===== src/rtl/math_cabs_seq.sv =====
// math_cabs_seq: handshaked exact complex magnitude floor(sqrt(I^2+Q^2)) or power I^2+Q^2.
// One sample in flight; bit-serial restoring square root, two radicand bits per cycle.
module math_cabs_seq #(
  parameter int DIN_WIDTH = 16,
  parameter int TAG_WIDTH = 4,
  localparam int DOUT_WIDTH = 2*DIN_WIDTH
) (
  input  logic                        clk,
  input  logic                        rst_n,
  input  logic                        in_valid,
  output logic                        in_ready,
  input  logic signed [DIN_WIDTH-1:0] in_i,
  input  logic signed [DIN_WIDTH-1:0] in_q,
  input  logic                        in_mode,
  input  logic [TAG_WIDTH-1:0]        in_tag,
  output logic                        out_valid,
  input  logic                        out_ready,
  output logic [DOUT_WIDTH-1:0]       out_data,
  output logic                        out_mode,
  output logic [TAG_WIDTH-1:0]        out_tag,
  output logic                        busy
);
  localparam int CW = $clog2(DIN_WIDTH);
  localparam logic [1:0] IDLE = 2'd0, SQ = 2'd1, ROOT = 2'd2, DONE = 2'd3;
  logic [1:0]            state_q, state_d;
  logic [DIN_WIDTH-1:0]  a_q, a_d, b_q, b_d, r_q, r_d, abs_i, abs_q;
  logic [DIN_WIDTH+1:0]  rem_q, rem_d, rem_sh, trial;
  logic [DOUT_WIDTH-1:0] s_q, s_d, data_q, data_d, sq;
  logic [CW-1:0]         cnt_q, cnt_d;
  logic                  mode_q, mode_d, fit;
  logic [TAG_WIDTH-1:0]  tag_q, tag_d;
  // Negating the most negative input wraps back to 2^(W-1), which is correct as unsigned.
  assign abs_i  = in_i[DIN_WIDTH-1] ? DIN_WIDTH'(-in_i) : DIN_WIDTH'(in_i);
  assign abs_q  = in_q[DIN_WIDTH-1] ? DIN_WIDTH'(-in_q) : DIN_WIDTH'(in_q);
  assign sq     = DOUT_WIDTH'(a_q) * DOUT_WIDTH'(a_q) + DOUT_WIDTH'(b_q) * DOUT_WIDTH'(b_q);
  // The radicand is shifted left each iteration so the next pair is always at the top.
  assign rem_sh = {rem_q[DIN_WIDTH-1:0], s_q[DOUT_WIDTH-1 -: 2]};
  assign trial  = {r_q, 2'b01};
  assign fit    = rem_sh >= trial;
  always_comb begin
    state_d = state_q;
    a_d     = a_q;
    b_d     = b_q;
    r_d     = r_q;
    rem_d   = rem_q;
    s_d     = s_q;
    data_d  = data_q;
    cnt_d   = cnt_q;
    mode_d  = mode_q;
    tag_d   = tag_q;
    if (state_q == IDLE && in_valid) begin
      a_d     = abs_i;
      b_d     = abs_q;
      mode_d  = in_mode;
      tag_d   = in_tag;
      state_d = SQ;
    end else if (state_q == SQ) begin
      s_d     = sq;
      r_d     = '0;
      rem_d   = '0;
      cnt_d   = CW'(DIN_WIDTH-1);
      data_d  = mode_q ? sq : data_q;
      state_d = mode_q ? DONE : ROOT;
    end else if (state_q == ROOT) begin
      rem_d   = fit ? rem_sh - trial : rem_sh;
      r_d     = {r_q[DIN_WIDTH-2:0], fit};
      s_d     = s_q << 2;
      cnt_d   = cnt_q - 1'b1;
      data_d  = (cnt_q == '0) ? DOUT_WIDTH'({r_q[DIN_WIDTH-2:0], fit}) : data_q;
      state_d = (cnt_q == '0) ? DONE : ROOT;
    end else if (state_q == DONE && out_ready) begin
      state_d = IDLE;
    end
  end
  always_ff @(posedge clk or negedge rst_n) begin
    if (!rst_n) begin
      state_q <= IDLE;
      a_q     <= '0;
      b_q     <= '0;
      r_q     <= '0;
      rem_q   <= '0;
      s_q     <= '0;
      data_q  <= '0;
      cnt_q   <= '0;
      mode_q  <= 1'b0;
      tag_q   <= '0;
    end else begin
      state_q <= state_d;
      a_q     <= a_d;
      b_q     <= b_d;
      r_q     <= r_d;
      rem_q   <= rem_d;
      s_q     <= s_d;
      data_q  <= data_d;
      cnt_q   <= cnt_d;
      mode_q  <= mode_d;
      tag_q   <= tag_d;
    end
  end
  assign in_ready  = rst_n && state_q == IDLE;
  assign out_valid = state_q == DONE;
  assign busy      = state_q != IDLE;
  assign out_data  = data_q;
  assign out_mode  = mode_q;
  assign out_tag   = tag_q;
endmodule

===== config.mk =====
export PLATFORM = sky130hd
export DESIGN_NAME = math_cabs_seq
export DESIGN_NICKNAME = d
export VERILOG_FILES = /design/src/rtl/math_cabs_seq.sv
export SDC_FILE = /design/constraint.sdc
export NUM_CORES = 1
export LEC_CHECK = 0
export BUFFER_PORTS_ARGS = -buffer_cell sky130_fd_sc_hd__buf_4
export CAP_MARGIN = 20
export CELL_PAD_IN_SITES_DETAIL_PLACEMENT = 1
export CELL_PAD_IN_SITES_GLOBAL_PLACEMENT = 2
export CORE_ASPECT_RATIO = 1.75
export CORE_MARGIN = 2
export CORE_UTILIZATION = 45
export CTS_CLUSTER_SIZE = 12
export DETAILED_ROUTE_END_ITERATION = 12
export GPL_TIMING_DRIVEN = 0
export MAX_ROUTING_LAYER = met4
export PLACE_DENSITY = 0.89
export SYNTH_ARGS = -nofsm -noshare
export SYNTH_HDL_FRONTEND = slang
export SYNTH_SLANG_ARGS = --single-unit

===== constraint.sdc =====
create_clock -name clk -period 15.4 [get_ports clk]
set_input_delay 3.08 -clock clk [delete_from_list [all_inputs] [get_ports clk]]
set_output_delay 3.08 -clock clk [all_outputs]
set_load 0.01 [all_outputs]

After elaboration in Yosys (flattened, before gate mapping)
Cells that the tools add are included.

word-level totals
  register bits after elaboration = 139
  bits of input ports = 41
  output and inout port bits = 40

cells by class
  add/sub/neg operators = 5
  multipliers = 2
  $lt $le $gt $ge = 1
  eq/ne operators = 4
  multiplexer cells = 21
  bitwise logic cells = 1
  reduce and logical (&&, ||, !) cells = 11

operators with widths
  kind                                                                    count
  32-bit two-way mux                                                      6
  16-bit two-way mux                                                      7
  16-bit by 16-bit multiplier with 32-bit output                          2
  32-bit adder                                                            1
  16-bit negator                                                          2
  18-bit greater-or-equal comparator                                      1
  16-bit subtractor                                                       1
  2-bit two-way mux                                                       4
  4-bit two-way mux                                                       2
  2-bit nonzero test                                                      3
  2-bit equality test (second input constant)                             2
  4-bit zero test                                                         1
  4-bit AND reduction                                                     1
  4-bit nonzero test                                                      1
  4-bit by 1-bit subtractor with 4-bit output (second input constant)     1
  1-bit logical AND                                                       3
  2-bit by 1-bit equality test with 1-bit output (second input constant)  1
  2-bit zero test                                                         1
  1-bit two-way mux                                                       2
  2-bit != test (second input constant)                                   1
  2-bit AND reduction                                                     1
  1-bit inverter                                                          1

Longest topological paths before layout
  word-level depth = 6
  depth in mapped cells = 28

Least setup slack after synthesis
Ideal clock, no wire load.

  path type = register to register
  start = register a_q[4]
  end = register s_q[25]
  library setup time = 0.126 ns
  arrival = 6.922 ns
  data required time = 15.274 ns
  slack = 8.352 ns
  cell stages (with the launch flop) = 23
  buffers on the path = 1
  cells stage by stage = dfrtp_1 -> clkbuf_1 -> nand2_1 -> fa_1 -> fa_1 -> inv_1 -> fa_1 -> inv_1 -> fa_1 -> inv_1 -> fa_1 -> fa_1 -> fa_1 -> fa_1 -> ha_1 -> a21oi_1 -> o21ai_0 -> and2_1 -> o41a_1 -> a31o_2 -> a21oi_2 -> mux2i_1 -> a311o_1

on the way
  cells in the longest elaborated chain, start to end = 3

RTL lines
  item                                            line  text
  from (decl)                                     26    logic [DIN_WIDTH-1:0] a_q, a_d, b_q, b_d, r_q, r_d, abs_i, abs_q;
  from (signal assigned)                          78    a_q <= '0;
  from (signal assigned)                          89    a_q <= a_d;
  16-bit by 16-bit multiplier with 32-bit output  35    assign sq = DOUT_WIDTH'(a_q) * DOUT_WIDTH'(a_q) + DOUT_WIDTH'(b_q) * DOUT_WIDTH'(b_q);
  32-bit adder                                    35
  32-bit two-way mux                              57    end else if (state_q == SQ) begin
  to (signal assigned)                            82    s_q <= '0;
  to (signal assigned)                            93    s_q <= s_d;
  to (decl)                                       28    logic [DOUT_WIDTH-1:0] s_q, s_d, data_q, data_d, sq;

No other way between the ends.
A chain may end at the register's enable or synchronous reset.

Worst setup path in the final report
  start = register b_q[4]
  end = register data_q[30] (netlist: out_data[30])

on the way
  cells in the longest elaborated chain, start to end = 4

RTL lines
  item                                            line  text
  from (decl)                                     26
  from (signal assigned)                          79    b_q <= '0;
  from (signal assigned)                          90    b_q <= b_d;
  16-bit by 16-bit multiplier with 32-bit output  35
  32-bit adder                                    35
  32-bit two-way mux                              62    data_d = mode_q ? sq : data_q;
  32-bit two-way mux                              57
  to (signal assigned)                            94    data_q <= data_d;
  to (decl)                                       28

No other way between the ends. The select of a mux whose other input is x is not followed.

==> run_results.csv <==
group,metric,value,unit
cts,htree_levels,4,
cts,cts_resized,0,
global_route,grt_pass1_vias,19700,
setup_path,critPathTopFamily,"adder cells",
global_route,grt.total_usage,30.6,%
cells_and_area,area_growth,9.38,%
synthesis,netlist_area,21900,sq um
outcome,run_status,"complete, no violations",
cts,cts_buffers,17,
cts,cts_tree,"built",
sta,slew_violations,0,
synthesis,synth_nets,2982,
synthesis,ys_seq_area_share,15.9,%
cells_and_area,final_design_area_no_fill,23900,sq um
cts,cts_max_path_buffers,2,
synthesis,synth_edf_count,0,
place,placed_cells,3068,
floorplanning,chipWidth,171,um
cells_and_area,nNetsFinal,3082,
setup_path,crit_buf_inv,5,
cts,postCtsSetupRepairBufs,0,
sta,hold_violations,0,
sta,period_needed,8.93,ns
floorplanning,initial_core_util,45.6,%
cts,clk_latency,0.46,ns
synthesis,ys.flop_type,"dfrtp_1",
synthesis,synth-seq-cells,139,
synthesis,synth_common_cells,"inv_1 (537), fa_1 (383), nand2_1 (252)",
setup_path,r2r_slack,6.47,ns
setup_path,startpoint_type,"flop",
drt,route.detailed.drc,0,
sta,worstMarginPinSlew,1.17,ns
global_route,overflow,0,
floorplanning,row_count,106,
setup_path,crit_chain,"clkbuf_1 -> clkbuf_1 -> nand2_1 -> fa_1 -> inv_1 -> fa_1 -> fa_1 -> fa_1 -> fa_1 -> fa_1 -> fa_1 -> inv_1 -> fa_1 -> inv_1 -> ha_1 -> nand2_1 -> nor2_1 -> nand4_1 -> a211oi_1 -> o2111ai_1 -> and3b_1 -> o41ai_1",
synthesis,synth_top_area_share,35.1,%
cts,root_buffer,"clkbuf_16",
worst_hold_path,hp-class,"flop to flop",
setup_path,critPathRequiredTime,15.75,ns
drt,first_iter_violations,566,
synthesis,yosysWarnings,0,
synthesis,yosys.cell_types.count,70,
floorplanning,core_area,47900,sq um
synthesis,syn_area_per_cell,9.34,sq um
sta,setup-violations-final,0,
cts,hold_buffers,0,
place,place_area,23300,sq um
setup_path,worstSetupPathType,"flop to flop",
sta,relSlewSlack,21.6,%
sta,finClkSkew,0.0237,ns
global_route,grt_pass1_wl,111,mm
drt,viasPerCell,5.33,
setup_path,end_kind,"flop",
setup_path,worst_path_most_repeated_cell,"fa_1",
setup_path,cpPeakStageDelay,0.78,ns
cells_and_area,instances_no_fill,3101,
drt,vias,16500,
place,port_buffers,80,
drt,wl_per_cell,22.7,um
setup_path,path_max_fanout,10,
drt,firstDrtPassIters,7,
floorplanning,ios,81,
setup_path,worst_path_max_delay_cell,"a211oi_1",
synthesis,synth.most_common_cell,"inv_1",
flow_run,maxCapViolCount,0,
drt,ant_nets,0,
floorplanning,fp.dieH,296,um
global_route,antenna_found_initial,0,
place,place_congestion,0.984,
sta,final.period_utilization,58.0,%
sta,whs,0.486,ns
sta,rsz0062_at_grt,"false",
setup_path,cp_data_arrival_time,9.27,ns
synthesis,synth_largest_area_cell,"fa_1",
synthesis,synth_cells,2339,
synthesis,async_flop_share,100,%
place,dp_hpwl,61.4,mm
drt,wirelength,70.4,mm
cts,cts.sinks,139,
cts,cts.clk_slew.worst_paths,0.09,ns
sta,fin_tns_setup,0,ns
sta,max_clock_freq,0.112,GHz
floorplanning,die-area,50400,sq um
synthesis,synth_area_leaders,"fa_1 (35%), dfrtp_1 (16%), ha_1 (13%)",
global_route,grt_max_degree,97,
cells_and_area,final_layout_size_suffix_gt1_share,5.79,%
-- area by class of cell --
type                       instances  area, sq um
buffer                            84          350
inverter                         538         2020
tap                              648          811
sequential                       139         3480
multi-input combinational       1578        16000
timing repair buffer              81          632
clock inverter                    15          179
clock buffer                      17          425
antenna                            1         2.50
fill                            5513        24000
-- layer usage --
metal | global-route usage, % | vias to the layer above | wire length (um)
li1 | - | 7395 | -
met1 | 30.1 | 8481 | 24000
met2 | 57.1 | 408 | 39200
met3 | 2.40 | 237 | 1570
met4 | 20.1 | 0 | 5590
met5 | - | - | 0
-- worst register-to-register path, stage by stage (launching register included) --
cell       delay, ns
dfrtp_1         0.49
clkbuf_1        0.56
clkbuf_1        0.64
nand2_1         0.25
fa_1            0.54
inv_1           0.06
fa_1            0.53
fa_1            0.45
fa_1            0.58
fa_1            0.45
fa_1            0.48
fa_1            0.50
inv_1           0.05
fa_1            0.49
inv_1           0.07
ha_1            0.35
nand2_1         0.11
nor2_1          0.19
nand4_1         0.17
a211oi_1        0.78
o2111ai_1       0.41
and3b_1         0.30
o41ai_1         0.34
-- cells in the final DEF (no fill, tap or decap), types with 4 or more instances in the layout --
| cell type | netlist | layout |
|---|---|---|
| o21ai_1 | 4 | 4 |
| inv_1 | 537 | 537 |
| clkbuf_16 | 0 | 17 |
| o211ai_1 | 5 | 5 |
| buf_4 | 0 | 79 |
| xor2_1 | 41 | 41 |
| a21oi_1 | 50 | 50 |
| nor3_1 | 14 | 14 |
| buf_1 | 7 | 7 |
| a211o_1 | 4 | 4 |
| nand4_1 | 5 | 5 |
| o21ai_0 | 94 | 94 |
| a211oi_1 | 11 | 11 |
| nand2_1 | 252 | 252 |
| and3_1 | 8 | 8 |
| fa_1 | 383 | 383 |
| or2_2 | 4 | 4 |
| o21bai_1 | 5 | 5 |
| or3_1 | 8 | 8 |
| clkbuf_1 | 71 | 71 |
| nor2_1 | 102 | 102 |
| ha_1 | 219 | 219 |
| dfrtp_1 | 139 | 139 |
| o21a_1 | 5 | 5 |
| o2bb2ai_1 | 11 | 11 |
| nor2b_1 | 14 | 14 |
| a31o_2 | 5 | 5 |
| nand3_1 | 23 | 23 |
| xnor2_1 | 42 | 42 |
| o31ai_1 | 16 | 16 |
| and2_1 | 120 | 120 |
| mux2i_1 | 28 | 28 |
| inv_6 | 0 | 5 |
| a21o_1 | 21 | 21 |
| a31oi_1 | 29 | 29 |
| mux2_2 | 7 | 7 |
-- sequential cells by signal, summed over array words and instances, names as in the netlist --
register / count
a_q: 16
cnt_q: 4
b_q: 16
out_tag: 4
out_data: 32
state_q: 2
rem_q: 16
r_q: 16
s_q: 32
out_mode: 1
-- kinds of logic after synthesis --
group                      count (synthesis)  synth area share [%]
AOI/OAI and AO/OA                        290                  8.49
xor gates and xnor gates                  83                  3.33
adders and majority gates                602                  47.6
buffers and inverters                    622                  10.8
DFF                                      139                  15.9
muxes                                     35                  1.64
and+or+nand+nor                          568                  12.1
-- worst paths after layout --
kind,startpoint,end,cells after the start
setup / recovery,b_q[4],out_data[30],22
hold / removal,out_data[12],out_data[12],2
setup reg to reg,b_q[4],out_data[30],22
min in group asynchronous,rst_n,out_mode,1
max in group asynchronous,rst_n,out_data[16],2
hold reg to reg,out_data[12],out_data[12],2
-- stage by stage --
stage,setup WS (ns),utilization (%)
2_1_floorplan,8.35,-
4_1_cts,6.47,49.9
3_5_place_dp,6.57,48.7
6_report,6.47,49.9
3_3_place_gp,6.58,48.6
5_1_grt,6.10,49.9
Power is left out: the tool's default activity adds up to more than one toggle a clock period on the data nets, which glitch-free logic cannot reach.
